`config.mk`:
```
export PLATFORM = sky130hd
export DESIGN_NAME = pixel_mem_arbiter
export DESIGN_NICKNAME = d
export VERILOG_FILES = /design/src/rtl/pixel_mem_arbiter.sv
export SDC_FILE = /design/constraint.sdc
export NUM_CORES = 1
export LEC_CHECK = 0
export BUFFER_PORTS_ARGS = -buffer_cell sky130_fd_sc_hd__buf_2
export CORE_MARGIN = 4
export CORE_UTILIZATION = 49
export DETAILED_ROUTE_END_ITERATION = 6
export GPL_TIMING_DRIVEN = 0
export PLACE_DENSITY = 0.79
export REMOVE_ABC_BUFFERS = 1
export SLEW_MARGIN = 25
export SYNTH_ARGS = -nofsm -noshare
export SYNTH_HDL_FRONTEND = slang
export SYNTH_SLANG_ARGS = --single-unit
export TNS_END_PERCENT = 50
```
`constraint.sdc`:
```
create_clock -name clk -period 3.9 [get_ports clk]
set_clock_uncertainty 0.1 [all_clocks]
set_input_delay 0.195 -clock clk [delete_from_list [all_inputs] [get_ports clk]]
set_output_delay 0.195 -clock clk [all_outputs]
set_load 0.01 [all_outputs]
```
`src/rtl/pixel_mem_arbiter.sv`:
```
// Single-port pixel RAM arbiter: VGA reads first, then buffered write drain, then processing reads.
// Optional ARB_STATS_EN adds stat_clr, stat_vga_block and stat_wr_full.
module pixel_mem_arbiter #(
  parameter int WBUF_DEPTH = 4,
  parameter int ADDR_W     = 16,
  parameter int DATA_W     = 24
) (
  input  logic              clk,
  input  logic              rst,
  input  logic              vga_req,
  input  logic [ADDR_W-1:0] vga_addr,
  output logic [DATA_W-1:0] vga_data,
  output logic              vga_valid,
  input  logic              wr_valid,
  output logic              wr_ready,
  input  logic [ADDR_W-1:0] wr_addr,
  input  logic [DATA_W-1:0] wr_data,
  input  logic              rd_valid,
  output logic              rd_ready,
  input  logic [ADDR_W-1:0] rd_addr,
  output logic [DATA_W-1:0] rd_data,
  output logic              rd_data_valid,
  output logic              wbuf_empty,
  output logic [ADDR_W-1:0] mem_addr,
  output logic              mem_we,
  output logic [DATA_W-1:0] mem_wdata,
  input  logic [DATA_W-1:0] mem_rdata
`ifdef ARB_STATS_EN
  ,
  input  logic              stat_clr,
  output logic [31:0]       stat_vga_block,
  output logic [31:0]       stat_wr_full
`endif
);

  localparam int PTR_W = $clog2(WBUF_DEPTH);

  typedef enum logic [1:0] {TAG_NONE, TAG_VGA, TAG_PROC} tag_t;

  tag_t              tag;
  logic [PTR_W-1:0]  wr_ptr, rd_ptr;
  logic [PTR_W:0]    count;
  logic [ADDR_W-1:0] fifo_addr [WBUF_DEPTH];
  logic [DATA_W-1:0] fifo_data [WBUF_DEPTH];
  logic [ADDR_W-1:0] last_addr;
  logic [DATA_W-1:0] last_wdata;
  logic [DATA_W-1:0] vga_hold, rd_hold;
  logic              slot_vga, slot_wr, slot_rd;
  logic              full, push;

  assign full       = (count == (PTR_W+1)'(WBUF_DEPTH));
  assign wr_ready   = !rst && !full;
  assign push       = wr_valid && wr_ready;
  assign wbuf_empty = (count == '0);

  always_comb begin
    slot_vga = 1'b0;
    slot_wr  = 1'b0;
    slot_rd  = 1'b0;
    if (!rst) begin
      if (vga_req)             slot_vga = 1'b1;
      else if (count != '0)    slot_wr  = 1'b1;
      else if (rd_valid)       slot_rd  = 1'b1;
    end
  end

  assign rd_ready = slot_rd;
  assign mem_we   = slot_wr;

  // Idle cycles re-present the previous address/data so the RAM bus stays quiet.
  always_comb begin
    mem_addr  = last_addr;
    mem_wdata = last_wdata;
    if (slot_vga) begin
      mem_addr = vga_addr;
    end else if (slot_wr) begin
      mem_addr  = fifo_addr[rd_ptr];
      mem_wdata = fifo_data[rd_ptr];
    end else if (slot_rd) begin
      mem_addr = rd_addr;
    end
  end

  always_ff @(posedge clk) begin
    if (push) begin
      fifo_addr[wr_ptr] <= wr_addr;
      fifo_data[wr_ptr] <= wr_data;
    end
  end

  always_ff @(posedge clk or posedge rst) begin
    if (rst) begin
      wr_ptr     <= '0;
      rd_ptr     <= '0;
      count      <= '0;
      tag        <= TAG_NONE;
      last_addr  <= '0;
      last_wdata <= '0;
      vga_hold   <= '0;
      rd_hold    <= '0;
    end else begin
      last_addr  <= mem_addr;
      last_wdata <= mem_wdata;
      if (push)    wr_ptr <= wr_ptr + 1'b1;
      if (slot_wr) rd_ptr <= rd_ptr + 1'b1;
      unique case ({push, slot_wr})
        2'b10:   count <= count + 1'b1;
        2'b01:   count <= count - 1'b1;
        default: count <= count;
      endcase
      if (slot_vga)     tag <= TAG_VGA;
      else if (slot_rd) tag <= TAG_PROC;
      else              tag <= TAG_NONE;
      if (tag == TAG_VGA)  vga_hold <= mem_rdata;
      if (tag == TAG_PROC) rd_hold  <= mem_rdata;
    end
  end

  assign vga_valid     = (tag == TAG_VGA);
  assign rd_data_valid = (tag == TAG_PROC);
  assign vga_data      = vga_valid ? mem_rdata : vga_hold;
  assign rd_data       = rd_data_valid ? mem_rdata : rd_hold;

`ifdef ARB_STATS_EN
  always_ff @(posedge clk or posedge rst) begin
    if (rst) begin
      stat_vga_block <= '0;
      stat_wr_full   <= '0;
    end else if (stat_clr) begin
      stat_vga_block <= '0;
      stat_wr_full   <= '0;
    end else begin
      if (vga_req && (count != '0 || rd_valid) && stat_vga_block != '1)
        stat_vga_block <= stat_vga_block + 1'b1;
      if (wr_valid && !wr_ready && stat_wr_full != '1)
        stat_wr_full <= stat_wr_full + 1'b1;
    end
  end
`endif

endmodule
```
# Yosys cells after proc, flatten, opt, wreduce, memory -nomap -nowiden
# Memories as Yosys holds them, arrays and structs flattened.
# Cells that the tools add are included.
# word_totals
mem_count	2
latch_bits	0
mem_bits_ro	0
inputBits	101
ramBits	160
register_bits	97
# op_classes
shift	0
n_div	0
addsub	4
bitwise_logic	0
n_eq_ne	5
mul	0
reduce_logical	7
n_lt_le_gt_ge	0
n_mux	21
# mem_list
memory	depth	word_bits	read_ports	rd_clocked_by_memory_dff	write_ports	line_no	source
fifo_data	4	24	1	0	1	44	logic [DATA_W-1:0] fifo_data [WBUF_DEPTH];
fifo_addr	4	16	1	0	1	43	logic [ADDR_W-1:0] fifo_addr [WBUF_DEPTH];
# op_table
cell	count
two-way mux 24 bit	4
two-way mux 16 bit	3
two-way mux 1 bit	11
case mux 3 bit (2 select lines)	1
adder 2 x 1 -> 2 bit (second input constant)	2
equality test 2 x 1 -> 1 bit (second input constant)	2
equality test 2 bit (second input constant)	2
two-way mux 2 bit	2
adder 3 x 1 -> 3 bit (second input constant)	1
equality test 3 bit (second input constant)	1
logical NOT 3 bit	1
nonzero test 3 bit	1
subtractor 3 x 1 -> 3 bit (second input constant)	1
logical AND 1 bit	2
logical NOT 1 bit	2
nonzero test 2 bit	1

# Longest topological paths before layout
# Gate-level depths: netlist of the first run.
# depth
depth_word	7
depth_mapped	11
mapped_depth_nobuf	9

# Worst setup path after synthesis of the first run
# No wires, ideal clock.
# synth_timing
path_kind	input to output
startpoint	input port rst
endpoint	output port mem_addr[10]
arrival_time_ns	4.092
slack_ns	-0.487
path_buffers	1
t_required_ns	3.605
path_stages	4
cell_sequence	inv_1 > clkbuf_1 > o21ai_0 > o2bb2ai_1
# synth_via
elab_chain_cells	4
elab_cells_between_ends	6
cone_classes	mux (6)
# synth_rtl
item	line_no	source
start: declaration	9	input logic rst,
two-way mux 1 bit	60	if (!rst) begin
two-way mux 16 bit	79	end else if (slot_rd) begin
two-way mux 16 bit	76	end else if (slot_wr) begin
two-way mux 16 bit (*)	74	if (slot_vga) begin
end: declaration	24	output logic [ADDR_W-1:0] mem_addr,
# Every way passes the cells marked *; elsewhere a longest branch is shown, timed or not.

# Worst setup path after layout of the first run
# layout_timing
startpoint	register count[2]
endpoint	register count[2]
# layout_via
elab_chain_cells	6
elab_cells_between_ends	14
cone_classes	add/sub (2); eq/ne (3); mux (4); reduce/logical (5)
# layout_rtl
item	line_no	source
start: declaration	42	logic [PTR_W:0] count;
start signal: assignment	107	2'b10: count <= count + 1'b1;
start signal: assignment	108	2'b01: count <= count - 1'b1;
start signal: assignment	109	default: count <= count;
nonzero test 3 bit / equality test 3 bit (equally long branches)	62, 51	
two-way mux 1 bit / logical NOT 1 bit (equally long branches)	62, 52	
two-way mux 1 bit / logical AND 1 bit (equally long branches)	61, 52	
two-way mux 1 bit / logical AND 1 bit (equally long branches)	60, 53	
equality test 2 x 1 -> 1 bit / equality test 2 bit (equally long branches)	106	unique case ({push, slot_wr})
case mux 3 bit (2 select lines) / nonzero test 2 bit (equally long branches)	-	
# Parallel ways exist; a longest one is shown, timed or not.
# A chain may end at the register's enable or synchronous reset.

==> results of run 1 <==
==> state kept, by name (all words and copies together) (netlist names) <==
signal and flops:
tag 2, rd_hold 24, vga_hold 24, fifo_addr 64, count 3, last_wdata 24
rd_ptr 2, wr_ptr 2, fifo_data 96, last_addr 16
==> cell usage after synthesis (all sizes together), types with 5 or more instances <==
cell	n
a221oi	15
buf	14
clkbuf	12
dfrtp	97
edfxtp	160
ha	5
inv	13
mux2	73
mux4	40
o21ai	15
o2bb2ai	15
==> report_power, final <==
| group | internal (mW) | leakage, nW | switching [mW] |
|---|---|---|---|
| logic | 1.22 | 2.06 | 1.15 |
| clock network | 1.42 | 0.430 | 0.984 |
| registers | 3.48 | 2.59 | 0.310 |
| total | 6.12 | 5.08 | 2.44 |
==> final timing paths <==
path                       cells after the start  slack, ns             to   startpoint
min in group asynchronous                      3       0.22   last_addr[7]          rst
setup reg to reg                               9       0.44       count[2]     count[2]
hold / removal                                 3       0.04  last_addr[14]  rd_addr[14]
setup / recovery                               9       0.44       count[2]     count[2]
hold reg to reg                                1       0.39    rd_hold[15]  rd_hold[15]
max in group asynchronous                      4       2.79  last_wdata[7]          rst
==> tightest hold or removal path: stages <==
cell	delay, ns
sky130_fd_sc_hd__buf_2	0.11
sky130_fd_sc_hd__o221ai_1	0.19
sky130_fd_sc_hd__a22oi_1	0.11
==> what timing repair did <==
action / in CTS / in global routing
endpoints found under the hold margin: 256 / 0
setup buffers: 0 / 0
hold buffers: 98 / 0
==> metal layers <==
layer | routed length (µm) | part of all wire | vias up | track usage
met5 | 0 | 0 | - | 0
met3 | 1780 | 0.078 | 56 | 0.0483
met4 | 685 | 0.030 | 0 | 0.0581
met2 | 11300 | 0.50 | 262 | 0.352
li1 | - | - | 2539 | -
met1 | 8940 | 0.39 | 2913 | 0.261
==> cells in the final DEF, fill, tap and decap left out, drive strengths merged, types with 4 or more instances in the layout <==
| cell type | synthesis | routed |
|---|---|---|
| buf | 14 | 197 |
| and2 | 4 | 4 |
| xnor2 | 4 | 4 |
| clkbuf | 12 | 36 |
| edfxtp | 160 | 160 |
| nor2 | 4 | 4 |
| o2bb2ai | 15 | 15 |
| mux4 | 40 | 40 |
| ha | 5 | 5 |
| a221oi | 15 | 15 |
| o21ai | 15 | 15 |
| dlygate4sd3 | 0 | 98 |
| inv | 13 | 14 |
| dfrtp | 97 | 97 |
| clkinv | 0 | 12 |
| mux2 | 73 | 73 |
==> logic make-up after synthesis <==
group                      Yosys count  synth area share
and+or+nand+nor                     17            0.0110
muxes                              114             0.177
adders and majority gates            6           0.00843
AOI/OAI and AO/OA                   51            0.0406
buffers and inverters               39            0.0193
DFF                                257             0.738
xor gates and xnor gates             6           0.00537
==> area by class of cell <==
class / count / area, µm²
clock buffers: 36 / 751
multi-input cells: 194 / 2400
flip-flops and latches: 257 / 7240
clock inverters: 14 / 101
inverters: 13 / 53.8
well taps: 265 / 332
fillers: 1266 / 6690
diodes: 2 / 5.00
repair buffers: 295 / 2020
==> run_results.csv, run 1 <==
group,metric,value,unit
run_status,outcome,"finished, final reports clean",
yosys,synth_warnings,0,
global_routing,grt_antenna_before_repair,2,
yosys,synth-seq-area-share,0.738,
clock_network,clock_sink_count,257,
drt,wirelength,22.7,mm
yosys,synth_cells,490,
yosys,netlist_top_cells_area,"sky130_fd_sc_hd__edfxtp_1 (49%), sky130_fd_sc_hd__dfrtp_1 (25%), sky130_fd_sc_hd__mux4_2 (9.2%), sky130_fd_sc_hd__mux2_2 (8.4%), sky130_fd_sc_hd__a221oi_1 (1.3%)",
sta,final-max-slew-violation-count,0,
global_routing,grt.overflow.total,0,
finish,num-nets-final,895,
finish,area_growth_syn_to_layout,31.7,%
sta,finalHoldWorstSlack,0.0399,ns
floorplan,initial_core_util,0.500,
power,vdd.ir_drop.worst,0.548,mV
clock_network,cts_h_tree_depth,1,
setup_path,critical_path.slowest_cell,"sky130_fd_sc_hd__or3_1",
setup_path,cp_top_delay_family,"simple AND/OR/NAND/NOR gates",
drt,vias_per_inst,5.36,
drt,first_pass_iteration_count_of_the_detailed_router,4,
drt,postRouteAntennaNets,0,
drt,via_count,5770,
clock_network,cts.repair.resized,0,
setup_path,critical_path.startpoint_type,"flop",
yosys,largest_area_contributor_in_the_synthesized_netlist,"sky130_fd_sc_hd__edfxtp_1",
setup_path,path_class,"reg2reg",
clock_network,clk-insertion-delay-late,0.52,ns
clock_network,numCtsBuffers,27,
sta,fin_crit,3.46,ns
yosys,postSynthRegisterBits,257,
sta,layout_setup_ws,0.442,ns
setup_path,worst-endpoint-required,4.23,ns
finish,finalNonFillerCells,1076,
drt,post-route-drc-count,0,
drt,initialDrtViolationCount,374,
floorplan,io_pins,195,
placement,placement.setup.worst_slack,0.379,ns
floorplan,core,19600,µm²
floorplan,fp.dieH,149,µm
sta,tightest_slew,0.976,ns
sta,share_of_the_clock_period_used_by_the_worst_path,0.887,
placement,post-place-cells,926,
clock_network,clkTransAtPathRegs,0.06,ns
clock_network,tritoncts,"done",
setup_path,cpPeakStageDelay,0.73,ns
clock_network,cts_buffer_depth,3,
sta,max_freq,289,MHz
global_routing,grt_pass1_wl,35.4,mm
setup_path,worst-endpoint-arrival,3.79,ns
placement,place_congestion,0.732,
power,power_density,663,nW/µm²
floorplan,dieWidth,149,µm
global_routing,grt_max_degree,72,
global_routing,grt_pass1_vias,6224,
yosys,synth_async_sr_flop_share,0.377,
drt,drt-wirelength-per-cell,21.1,µm
yosys,synth_flop_cell,"sky130_fd_sc_hd__edfxtp_1",
setup_path,combined_buffer_and_inverter_count_along_the_critical_path,2,
sta,setup-violations-final,0,
global_routing,globalRouteTotalUtil,0.204,
sta,timing_hold_violations_final,0,
yosys,synthesis.area,9790,µm²
placement,hpwl_after_dpl,12.8,mm
yosys,synth_edf_count,160,
worst_hold_path,holdCritPathClass,"in2reg",
sta,tns,0,ns
finish,finish.utilization,0.659,
yosys,synth_largest_type_area_fraction,0.491,
floorplan,num_rows,51,
clock_network,cts_root_buf,"sky130_fd_sc_hd__clkbuf_16",
setup_path,critical_path.cell_chain,"or3_1 -> nand2_2 -> inv_1 -> ha_1 -> inv_1 -> fa_1 -> xor2_1 -> nor2_1 -> xor2_1",
placement,portBuffers,194,
finish,fin_area,12900,µm²
yosys,synth.avg_cell_area,20.0,µm²
sta,setup_repair_after_global_routing_missed_its_margin,"false",
flow_run,timing.max_cap.violations,0,
finish,drive_above_1_share,0.454,
power,leakagePower,5.08,nW
setup_path,worstSetupEndpointType,"flop",
setup_path,path_max_fanout,26,
placement,detailed_place.area,11100,µm²
yosys,synth.lib_cells_used.distinct,33,
sta,worst_slew_margin_rel,0.350,
floorplan,die_ar,22300,µm²
power,totalPowerFinal,8.56,mW
No activity file was read; power rests on OpenSTA's default activity.
==> run 2: changes to the inputs <==
--- a/config.mk
+++ b/config.mk
@@ -6,11 +6,12 @@
 export NUM_CORES = 1
 export LEC_CHECK = 0
 export BUFFER_PORTS_ARGS = -buffer_cell sky130_fd_sc_hd__buf_2
+export CELL_PAD_IN_SITES_DETAIL_PLACEMENT = 1
+export CELL_PAD_IN_SITES_GLOBAL_PLACEMENT = 1
 export CORE_MARGIN = 4
-export CORE_UTILIZATION = 49
+export CORE_UTILIZATION = 50
 export DETAILED_ROUTE_END_ITERATION = 6
-export GPL_TIMING_DRIVEN = 0
-export PLACE_DENSITY = 0.79
+export PLACE_DENSITY = 0.88
 export REMOVE_ABC_BUFFERS = 1
 export SLEW_MARGIN = 25
 export SYNTH_ARGS = -nofsm -noshare
==> constraint.sdc (replaced) <==
create_clock -name clk -period 4.4 [get_ports clk]
set_clock_uncertainty 0.1 [all_clocks]
set_input_delay 0.22 -clock clk [delete_from_list [all_inputs] [get_ports clk]]
set_output_delay 0.22 -clock clk [all_outputs]
set_load 0.01 [all_outputs]
==> run 2 against run 1 <==
Effect of this change:
- the flow now finishes with violations (negative hold slack)
- core utilization is 1.1 points higher
- first-iteration DRC count is 15% lower
- cell area is 1.7% lower
==> run_results.csv, run 2 (synthesis results as in run 1) <==
group,metric,value,unit
placement,detailed_place.area,11000,µm²
floorplan,core,19000,µm²
setup_path,worst-endpoint-arrival,3.13,ns
clock_network,cts_h_tree_depth,1,
clock_network,cts_root_buf,"sky130_fd_sc_hd__clkbuf_16",
finish,finish.utilization,0.669,
finish,finalNonFillerCells,1052,
sta,timing_hold_violations_final,1,
global_routing,grt_pass1_vias,6787,
floorplan,dieWidth,148,µm
run_status,violations,"negative hold slack",
setup_path,worst-endpoint-required,4.08,ns
sta,final-max-slew-violation-count,0,
setup_path,path_max_fanout,19,
power,power_density,604,nW/µm²
sta,max_freq,290,MHz
power,totalPowerFinal,7.66,mW
finish,num-nets-final,877,
finish,reg_top3,"fifo_data x96, fifo_addr x64",
drt,top_routing_layer_in_use,"met5",
clock_network,cts.repair.resized,0,
drt,postRouteAntennaNets,0,
setup_path,path_class,"reg2out",
finish,largest_register,"fifo_data",
setup_path,critical_path.startpoint_type,"flop",
sta,setup_repair_after_global_routing_missed_its_margin,"false",
clock_network,cts_buffer_depth,3,
drt,post-route-drc-count,0,
sta,layout_setup_ws,0.954,ns
drt,drt-wirelength-per-cell,25.0,µm
global_routing,grt.overflow.total,0,
floorplan,num_rows,50,
flow_run,timing.max_cap.violations,0,
finish,regArea,7240,µm²
drt,via_count,5868,
drt,first_pass_iteration_count_of_the_detailed_router,4,
sta,finalHoldWorstSlack,-0.0265,ns
global_routing,grt_max_degree,64,
clock_network,clock_sink_count,257,
floorplan,io_pins,195,
sta,tightest_slew,1.07,ns
floorplan,fp.dieH,148,µm
floorplan,die_ar,21900,µm²
clock_network,cts_setup_buffers,0,
placement,place_congestion,0.759,
power,vdd.ir_drop.worst,0.365,mV
drt,wirelength,26.3,mm
setup_path,worstSetupEndpointType,"primary output",
placement,hpwl_after_dpl,15.3,mm
worst_hold_path,holdCritPathClass,"in2reg",
placement,placement.setup.worst_slack,1.37,ns
sta,setup-violations-final,0,
finish,largest_reg_flops,96,
global_routing,grt_pass1_wl,40.6,mm
clock_network,numCtsBuffers,26,
clock_network,tritoncts,"done",
global_routing,globalRouteTotalUtil,0.242,
floorplan,initial_core_util,0.517,
sta,fin_crit,3.45,ns
finish,drive_above_1_share,0.454,
finish,fillerInstances,1663,
drt,met1Wirelength,10.4,mm
clock_network,hold_buffer_count_at_cts,80,
placement,post-place-cells,922,
finish,fin_area,12700,µm²
sta,tns,0,ns
run_status,outcome,"finished, violations left",
drt,initialDrtViolationCount,317,
clock_network,clkTransAtPathRegs,0.06,ns
drt,vias_per_inst,5.58,
sta,worst_slew_margin_rel,0.281,
power,leakagePower,4.98,nW
finish,most_common_cell_after_layout_fill_and_taps_aside,"sky130_fd_sc_hd__buf_2",
clock_network,clk-insertion-delay-late,0.52,ns
placement,portBuffers,194,
sta,share_of_the_clock_period_used_by_the_worst_path,0.783,
drt,wl_met2,13.2,mm
finish,most_frequent_cells_in_the_layout,"sky130_fd_sc_hd__buf_2 (194), sky130_fd_sc_hd__edfxtp_1 (160), sky130_fd_sc_hd__dfrtp_1 (95), sky130_fd_sc_hd__dlygate4sd3_1 (80), sky130_fd_sc_hd__mux2_2 (73)",
finish,area_growth_syn_to_layout,29.5,%
drt,met3_length,1.81,mm
finish,multi_input_comb_area,2400,µm²
global_routing,grt_antenna_before_repair,5,
[run 2: path summary, 6_finish.rpt]
check,from,endpoint,slack [ns],cells after the start
setup / recovery,count[0],mem_addr[4],0.95,4
hold / removal,rd_addr[8],last_addr[8],-0.03,3
setup reg to reg,count[0],last_addr[7],1.30,4
hold reg to reg,vga_hold[0],vga_hold[0],0.39,1
max in group asynchronous,rst,last_wdata[6],2.61,4
min in group asynchronous,rst,last_addr[2],0.40,3
[run 2: report_power, final]
part / switching (mW) / leakage (nW) / total, mW / internal [mW]
registers: 0.285 / 2.59 / 3.37 / 3.09
clock network: 0.874 / 0.408 / 2.17 / 1.29
logic: 1.08 / 1.98 / 2.13 / 1.05
[run 2: layout make-up]
class	count	area share
Sequential cell	257	0.570
Multi-Input combinational cell	194	0.189
Timing Repair Buffer	278	0.144
Clock buffer	41	0.0598
Tap cell	260	0.0256
Clock inverter	7	0.00641
Inverter	13	0.00404
Antenna cell	2	0.000394
[run 2: per-layer routing]
| layer | vias to the layer above | track usage |
|---|---|---|
| met1 | 3027 | 0.301 |
| li1 | 2496 | - |
| met5 | - | 0 |
| met3 | 65 | 0.0561 |
| met4 | 6 | 0.0804 |
| met2 | 274 | 0.421 |
[run 2: worst max-delay path, stage by stage, from the launching register on]
cell and delay (ns):
sky130_fd_sc_hd__dfrtp_1 0.46, sky130_fd_sc_hd__or3_1 0.76, sky130_fd_sc_hd__o31ai_4 0.84, sky130_fd_sc_hd__o2bb2ai_1 0.31
sky130_fd_sc_hd__buf_2 0.23
